===== src/rtl/stream_mux_n.sv =====
// stream_mux_n: N-input packet stream multiplexer with a single registered
// output stage and valid/ready handshaking. A channel is granted in IDLE
// (explicit select or round-robin) and held until its last beat transfers.
// CHANNELS must be >= 2 and SEL_W must be >= clog2(CHANNELS).
module stream_mux_n #(
    parameter int WIDTH    = 8,
    parameter int CHANNELS = 4,
    parameter int SEL_W    = 2
) (
    input  logic                      iCLOCK,
    input  logic                      inRESET,
    input  logic                      iMODE,
    input  logic [SEL_W-1:0]          iSELECT,
    input  logic [CHANNELS-1:0]       iVALID,
    input  logic [CHANNELS*WIDTH-1:0] iDATA,
    input  logic [CHANNELS-1:0]       iLAST,
    output logic [CHANNELS-1:0]       oREADY,
    output logic                      oVALID,
    output logic [WIDTH-1:0]          oDATA,
    output logic                      oLAST,
    output logic [SEL_W-1:0]          oCHANNEL,
    input  logic                      iREADY,
    output logic                      oERROR
);

    localparam logic [0:0] ST_IDLE   = 1'b0;
    localparam logic [0:0] ST_LOCKED = 1'b1;

    // Channel count widened by one bit so select/candidate compares never overflow.
    localparam logic [SEL_W:0]   CH_LIMIT  = (SEL_W+1)'(CHANNELS);
    localparam logic [SEL_W-1:0] RR_RESET  = SEL_W'(CHANNELS - 1);

    logic [0:0]       state_q,   state_d;
    logic [SEL_W-1:0] grant_q,   grant_d;
    logic [SEL_W-1:0] rr_ptr_q,  rr_ptr_d;
    logic             err_q,     err_d;
    logic             ovalid_q,  ovalid_d;
    logic [WIDTH-1:0] odata_q,   odata_d;
    logic             olast_q,   olast_d;
    logic [SEL_W-1:0] ochan_q,   ochan_d;

    logic             locked_s;
    logic             accept_s;
    logic             load_s;
    logic             sel_oor_s;
    logic             rr_found_s;
    logic [SEL_W-1:0] rr_idx_s;
    logic [SEL_W:0]   rr_cand_s;
    logic [WIDTH-1:0] data_ch_s [CHANNELS];

    genvar g;
    generate
        for (g = 0; g < CHANNELS; g++) begin : g_split
            assign data_ch_s[g] = iDATA[g*WIDTH +: WIDTH];
        end
    endgenerate

    // The output register can take a new beat when it is empty or draining this cycle.
    assign locked_s  = (state_q == ST_LOCKED);
    assign accept_s  = !ovalid_q || iREADY;
    assign load_s    = locked_s && iVALID[grant_q] && accept_s;
    assign sel_oor_s = ({1'b0, iSELECT} >= CH_LIMIT);

    // Round-robin search: scan from the highest offset down so the lowest
    // offset after rr_ptr (the highest-priority valid channel) is written last.
    always_comb begin
        rr_found_s = 1'b0;
        rr_idx_s   = '0;
        rr_cand_s  = '0;
        for (int i = CHANNELS; i >= 1; i--) begin
            rr_cand_s = {1'b0, rr_ptr_q} + (SEL_W+1)'(i);
            if (rr_cand_s >= CH_LIMIT) begin
                rr_cand_s = rr_cand_s - CH_LIMIT;
            end else begin
                rr_cand_s = rr_cand_s;
            end
            if (iVALID[rr_cand_s[SEL_W-1:0]]) begin
                rr_found_s = 1'b1;
                rr_idx_s   = rr_cand_s[SEL_W-1:0];
            end else begin
                rr_found_s = rr_found_s;
                rr_idx_s   = rr_idx_s;
            end
        end
    end

    // Per-channel ready: only the granted channel, only when the output can accept.
    always_comb begin
        oREADY = '0;
        for (int k = 0; k < CHANNELS; k++) begin
            if (locked_s && (grant_q == SEL_W'(k)) && accept_s) begin
                oREADY[k] = 1'b1;
            end else begin
                oREADY[k] = 1'b0;
            end
        end
    end

    // Arbitration FSM: pick a channel in IDLE, hold it until its last beat transfers.
    always_comb begin
        state_d  = state_q;
        grant_d  = grant_q;
        rr_ptr_d = rr_ptr_q;
        err_d    = err_q;
        case (state_q)
            ST_IDLE: begin
                if (iMODE == 1'b0) begin
                    if (sel_oor_s) begin
                        err_d = 1'b1;
                    end else if (iVALID[iSELECT]) begin
                        grant_d = iSELECT;
                        state_d = ST_LOCKED;
                    end else begin
                        state_d = ST_IDLE;
                    end
                end else begin
                    if (rr_found_s) begin
                        grant_d  = rr_idx_s;
                        rr_ptr_d = rr_idx_s;
                        state_d  = ST_LOCKED;
                    end else begin
                        state_d = ST_IDLE;
                    end
                end
            end
            ST_LOCKED: begin
                if (load_s && iLAST[grant_q]) begin
                    state_d = ST_IDLE;
                end else begin
                    state_d = ST_LOCKED;
                end
            end
            default: begin
                state_d = ST_IDLE;
            end
        endcase
    end

    // Output stage next state: load a beat, drain an accepted beat, or hold.
    always_comb begin
        ovalid_d = ovalid_q;
        odata_d  = odata_q;
        olast_d  = olast_q;
        ochan_d  = ochan_q;
        if (load_s) begin
            ovalid_d = 1'b1;
            odata_d  = data_ch_s[grant_q];
            olast_d  = iLAST[grant_q];
            ochan_d  = grant_q;
        end else if (iREADY && ovalid_q) begin
            ovalid_d = 1'b0;
        end else begin
            ovalid_d = ovalid_q;
        end
    end

    // State and output registers; reset abandons any packet in flight.
    always_ff @(posedge iCLOCK or negedge inRESET) begin
        if (!inRESET) begin
            state_q  <= ST_IDLE;
            grant_q  <= '0;
            rr_ptr_q <= RR_RESET;
            err_q    <= 1'b0;
            ovalid_q <= 1'b0;
            odata_q  <= '0;
            olast_q  <= 1'b0;
            ochan_q  <= '0;
        end else begin
            state_q  <= state_d;
            grant_q  <= grant_d;
            rr_ptr_q <= rr_ptr_d;
            err_q    <= err_d;
            ovalid_q <= ovalid_d;
            odata_q  <= odata_d;
            olast_q  <= olast_d;
            ochan_q  <= ochan_d;
        end
    end

    assign oVALID   = ovalid_q;
    assign oDATA    = odata_q;
    assign oLAST    = olast_q;
    assign oCHANNEL = ochan_q;
    assign oERROR   = err_q;

endmodule


===== config.mk =====
export PLATFORM = sky130hd
export DESIGN_NAME = stream_mux_n
export DESIGN_NICKNAME = d
export VERILOG_FILES = /design/src/rtl/stream_mux_n.sv
export SDC_FILE = /design/constraint.sdc
export NUM_CORES = 1
export LEC_CHECK = 0
export CORE_MARGIN = 8
export CORE_UTILIZATION = 42
export CTS_CLUSTER_DIAMETER = 200
export DETAILED_ROUTE_END_ITERATION = 8
export GPL_TIMING_DRIVEN = 0
export PLACE_DENSITY_LB_ADDON = 0.1
export SLEW_MARGIN = 5
export SYNTH_ARGS = -nofsm -noshare
export SYNTH_HDL_FRONTEND = slang
export SYNTH_SLANG_ARGS = --single-unit

===== constraint.sdc =====
create_clock -name iCLOCK -period 4.2 [get_ports iCLOCK]
set_input_delay 0.42 -clock iCLOCK [delete_from_list [all_inputs] [get_ports iCLOCK]]
set_output_delay 0.42 -clock iCLOCK [all_outputs]
set_load 0.005 [all_outputs]

== Word-level counts from Yosys, hierarchy flattened ==
Cells that the tools add are included.

* Add/subtract/negate cells: 8
* $lt $le $gt $ge: 11
* Eq/ne operators: 4
* Muxes and demuxes: 43
* Bitwise logic cells: 2
* Reduce and logical (&&, ||, !) cells: 19

{| class="wikitable"
|+ Operator list
! cell !! count
|-
| 2-bit two-way mux || 11
|-
| 1-bit two-way mux || 21
|-
| 2-bit by 3-bit < comparator with 1-bit output (second input constant) || 6
|-
| 8-bit binary-select mux with 2-bit select || 1
|-
| 8-bit two-way mux || 2
|-
| 3-bit greater-or-equal comparator (second input constant) || 5
|-
| 1-bit binary-select mux with 2-bit select || 7
|-
| 1-bit logical AND || 12
|-
| 2-bit by 1-bit subtractor with 2-bit output (second input constant) || 4
|-
| 2-bit by 2-bit adder with 3-bit output (second input constant) || 2
|-
| 3-bit AND reduction || 2
|-
| 2-bit equality test (second input constant) || 2
|-
| 2-bit nonzero test || 2
|-
| 2-bit by 1-bit adder with 3-bit output (second input constant) || 1
|-
| 2-bit by 3-bit adder with 3-bit output (second input constant) || 1
|-
| 2-bit inverter with 3-bit output || 1
|-
| 2-bit by 1-bit equality test with 1-bit output (second input constant) || 1
|-
| 2-bit logical NOT || 1
|-
| 2-bit by 1-bit inequality test with 1-bit output (second input constant) || 1
|-
| 1-bit case mux with 2 select lines || 1
|-
| 1-bit logical NOT || 1
|-
| 1-bit logical OR || 1
|-
| 1-bit inverter || 1
|}

* Bits in registers: 17
* Bits of input ports: 46
* Logic and storage cells: 94

== Logic depth before layout (Yosys ltp) ==
* Word-level depth: 12
* Depth in mapped cells: 5
* Mapped depth without buffers: 4

== Least setup slack after synthesis ==
No wires, ideal clock.

* Path type: reg-to-reg
* From: register grant_q[0]
* To: register ochan_q[0] (netlist: oCHANNEL[0])
* Data arrival time: 1,506 ps
* Required time: 4,075 ps
* Path slack: 2,569 ps
* Cell stages (with the launch flop): 6
* Path buffers: 2
* Clock period less this slack: 1,631 ps
* Cell sequence: dfrtp_1 -> buf_6 -> mux4_2 -> nand3_2 -> buf_12 -> mux2_4

* Cells in the longest elaborated chain, start to end: 4

{| class="wikitable"
|+ RTL lines
! item !! line !! text
|-
| start, declared || 34 || <nowiki>logic [SEL_W-1:0] grant_q, grant_d;</nowiki>
|-
| start signal, assigned || 170 || <nowiki>grant_q <= grant_d;</nowiki>
|-
| 1-bit binary-select mux with 2-bit select || 61 || <nowiki>assign load_s = locked_s && iVALID[grant_q] && accept_s;</nowiki>
|-
| 1-bit two-way mux (implied by the code) || 61 ||
|-
| 1-bit logical AND (2 in series) || 61 ||
|-
| end signal, assigned || 176 || <nowiki>ochan_q <= ochan_d;</nowiki>
|-
| end, declared || 40 || <nowiki>logic [SEL_W-1:0] ochan_q, ochan_d;</nowiki>
|}

Several ways; a longest one is shown, not always the timed one. The select of a mux whose other input is x is not followed.
A chain may end at the register's enable or synchronous reset.

== Final worst setup path ==
* From: input iREADY
* To: output oREADY[0]

* Cells in the longest elaborated chain, start to end: 3

{| class="wikitable"
|+ RTL lines
! item !! line !! text
|-
| start, declared || 22 || <nowiki>input logic iREADY,</nowiki>
|-
| 1-bit logical OR || 60 || <nowiki>assign accept_s = !ovalid_q || iREADY;</nowiki>
|-
| 1-bit logical AND || 91 || <nowiki>if (locked_s && (grant_q == SEL_W'(k)) && accept_s) begin</nowiki>
|-
| 1-bit two-way mux || 91 ||
|-
| end, declared || 17 || <nowiki>output logic [CHANNELS-1:0] oREADY,</nowiki>
|}

Every way passes these cells.

==> impl_metrics.env <==
export IMPL_comb_power_share_pct=63.3
export IMPL_cts_setup_buffers=0
export IMPL_wl_um=3280
export IMPL_syn_cell_area_um2=1170
export IMPL_synth_area_top_cells="dfrtp_1 (32%), mux2_4 (12%), mux4_2 (12%), mux4_1 (11%), dfstp_2 (4.5%)"
export IMPL_drive_above_1_share_pct=19.0
export IMPL_clkPwrFrac_pct=8.1
export IMPL_worstSetupPathType="input port to primary output"
export IMPL_async_flop_share_pct=100
export IMPL_placementRows=19
export IMPL_yosysWarnings=0
export IMPL_worstHoldPathType="flop to flop"
export IMPL_critPathMaxFanout=4
export IMPL_drc=0
export IMPL_synth_fp_nets=134
export IMPL_syn_avg_cell_area_um2=13.3
export IMPL_critical_path_required_ns=3.78
export IMPL_status="complete, no violations"
export IMPL_critical_path_buf_inv_count=2
export IMPL_clkTransAtPathRegs_ns=0.10
export IMPL_routabilityCongestion=0.745
export IMPL_drv_slew=0
export IMPL_tightest_slew_ns=0.823
export IMPL_grt_pass1_wl_um=4960
export IMPL_cts_buffers=3
export IMPL_p_switching_mw=0.343
export IMPL_clock_skew_ns=0.00208
export IMPL_vias_per_cell=5.59
export IMPL_syn2layout_area_growth_pct=57.8
export IMPL_syn_inst=88
export IMPL_clk_latency_ns=0.28
export IMPL_dp_slack_ns=1.79
export IMPL_ctsHoldBuffers=0
export IMPL_drt_initial_drc_count=33
export IMPL_swShare_pct=31.8
export IMPL_p_seq_share_pct=28.6
export IMPL_cp_slowest_cell="clkdlybuf4s50_1"
export IMPL_p_int_mw=0.734
export IMPL_r2r_cells=5
export IMPL_clock_sinks=17
export IMPL_total_power_mw=1.08
export IMPL_min_to="oLAST$_DFFE_PN0P_"
export IMPL_io_buffers=61
export IMPL_antenna_cells=0
export IMPL_fin_crit_sh_pct=56.8
export IMPL_dieArea_um2=4730
export IMPL_crit_path_max_incr_delay_ns=0.54
export IMPL_fp_dieH_um=68.8
export IMPL_cts_tree="built"
export IMPL_powerDensity_nw_per_um2=584
export IMPL_synth_distinct_cells=35
export IMPL_crit_family="buffers and inverters"
export IMPL_overflow=0
export IMPL_rsz0062_at_grt="false"
export IMPL_grt_pass1_vias=1074
export IMPL_hold_viol_final=0
export IMPL_period_needed_ns=2.39
export IMPL_crit_chain="clkdlybuf4s50_1, nand2b_1, and2_1, nor3b_1, clkdlybuf4s50_1"
export IMPL_worstPathArrival_ns=1.97
export IMPL_report_final_setup_viol=0
export IMPL_track_usage_pct=13.7
export IMPL_initial_core_util_pct=43.1
export IMPL_ir_drop_v=0.000367
export IMPL_fin_tns_setup_ns=0
export IMPL_yosys_area_top_type="dfrtp_1"
export IMPL_drtPass1Iterations=4
export IMPL_power_leakage_nw=0.779
export IMPL_maxCapViolations=0
export IMPL_rr_endpoint="oDATA[7]$_DFFE_PN0P_"
export IMPL_die_w_um=68.8
export IMPL_mostFrequentLayoutCells="clkdlybuf4s50_1 (61), dfrtp_1 (15), mux2_4 (9)"
export IMPL_cpMostUsedCell="clkdlybuf4s50_1"
export IMPL_ys_seq_elements=17
export IMPL_wire_per_inst_um=17.8
export IMPL_hpwl_um=2640
export IMPL_cp_start_kind="input port"
export IMPL_hold_depth=1
export IMPL_via_count=1029
export IMPL_synth_edf_count=0
export IMPL_ctsHtreeMaxLevel=1
export IMPL_max_freq_ghz=0.419
export IMPL_layout_commonest_cell="clkdlybuf4s50_1"
export IMPL_yosysSeqAreaShare_pct=36.6
export IMPL_hp_start="oLAST$_DFFE_PN0P_"
export IMPL_post_cts_resized=0
export IMPL_core_area_um2=2710
export IMPL_grt_start_max_net_pins=18
export IMPL_synthFlopType="dfrtp_1"
export IMPL_antenna_found_initial=0
export IMPL_ant_nets=0
export IMPL_cp_end_kind="primary output"
export IMPL_slew_headroom_pct=45.0
export IMPL_cts_root_buf="clkbuf_4"
export IMPL_pin_count=63
export IMPL_post_synth_top_area_fraction_pct=32.1
export IMPL_fin_nets=200
export IMPL_clockBufferDepth=2
export IMPL_r2r_slack_ns=2.45
export IMPL_rr_startpoint="grant_q[0]$_DFFE_PN0P_"
export IMPL_setup_ws_ns=1.81
## state kept, by name (all words and copies together) (netlist names)
register  cells
rr_ptr_q      2
oDATA         8
locked_s      1
oCHANNEL      2
oLAST         1
oVALID        1
grant_q       2
## through the flow
| stage | instance area (um^2) | instances | utilization, % | hold WS (ns) |
|---|---|---|---|---|
| 2_1_floorplan | 1170 | 88 | - | 0.124 |
| 3_3_place_gp | 1820 | 180 | 67.1 | 0.460 |
| 3_5_place_dp | 1820 | 180 | 67.1 | 0.489 |
| 4_1_cts | 1840 | 184 | 68.1 | 0.514 |
| 5_1_grt | 1840 | 184 | 68.1 | 0.528 |
| 6_report | 1840 | 184 | 68.1 | 0.513 |
## layer usage
| layer | vias to the layer above | routed length, um | GRT usage [%] |
|---|---|---|---|
| met5 | - | 0 | 0 |
| li1 | 472 | - | - |
| met4 | 0 | 27 | 3.01 |
| met3 | 4 | 244 | 3.07 |
| met2 | 31 | 1740 | 25.3 |
| met1 | 522 | 1270 | 15.6 |
## cell usage after synthesis (2+ instances only)
master     n
a21boi_0   2
nor2_1     6
mux4_2     6
nand2b_1   5
inv_1      3
buf_2      2
dfrtp_1   15
o21ai_0    4
mux2_2     2
mux4_1     5
dfstp_2    2
nand2_1    5
mux2_4     9
## power groups by stage
| stage | registers (mW) | logic [mW] | clock network, mW |
|---|---|---|---|
| finish | 0.308 | 0.681 | 0.0875 |
| CTS | 0.308 | 0.692 | 0.0940 |
| detailed placement | 0.311 | 0.688 | 0 |
| global placement | 0.306 | 0.676 | 0 |
| global route | 0.317 | 0.736 | 0.0984 |
| floorplan | 0.309 | 0.416 | 0 |
## logic make-up (layout without fill, tap and decap cells)
logic type | count (synthesis) | in the layout | share of synthesized area, %
flops | 17 | 17 | 36.6
other cells | 1 | 1 | 0.321
buf+inv | 9 | 74 | 5.46
compound gates | 16 | 16 | 10.6
simple gates | 22 | 22 | 9.85
mux | 23 | 23 | 37.2
## worst reg2reg max path, cell delays in order, from the launching register on
cell and delay, ns:
dfrtp_1 0.36, buf_6 0.14, mux4_2 0.54, nand3_2 0.15
buf_12 0.16, mux2_4 0.31
## area by class of cell
type,instances,area [um^2]
well taps,31,38.8
clock buffers,4,26.3
plain buffers,6,52.6
multi-input cells,62,677
inverters,3,11.3
repair buffers,61,611
fillers,230,866
flip-flops and latches,17,428
## worst max path at each step
stage | start | to | slack [ns] | cells past startpoint
2_1_floorplan | grant_q[0]$_DFFE_PN0P_ | oCHANNEL[0]$_DFFE_PN0P_ | 2.57 | 5
3_3_place_gp | iREADY | oREADY[0] | 1.83 | 5
3_5_place_dp | iREADY | oREADY[0] | 1.79 | 5
4_1_cts | iREADY | oREADY[0] | 1.79 | 5
5_1_grt | grant_q[1]$_DFFE_PN0P_ | oREADY[2] | 1.70 | 5
6_report | iREADY | oREADY[0] | 1.81 | 5
(Power assumes the default switching activity.)
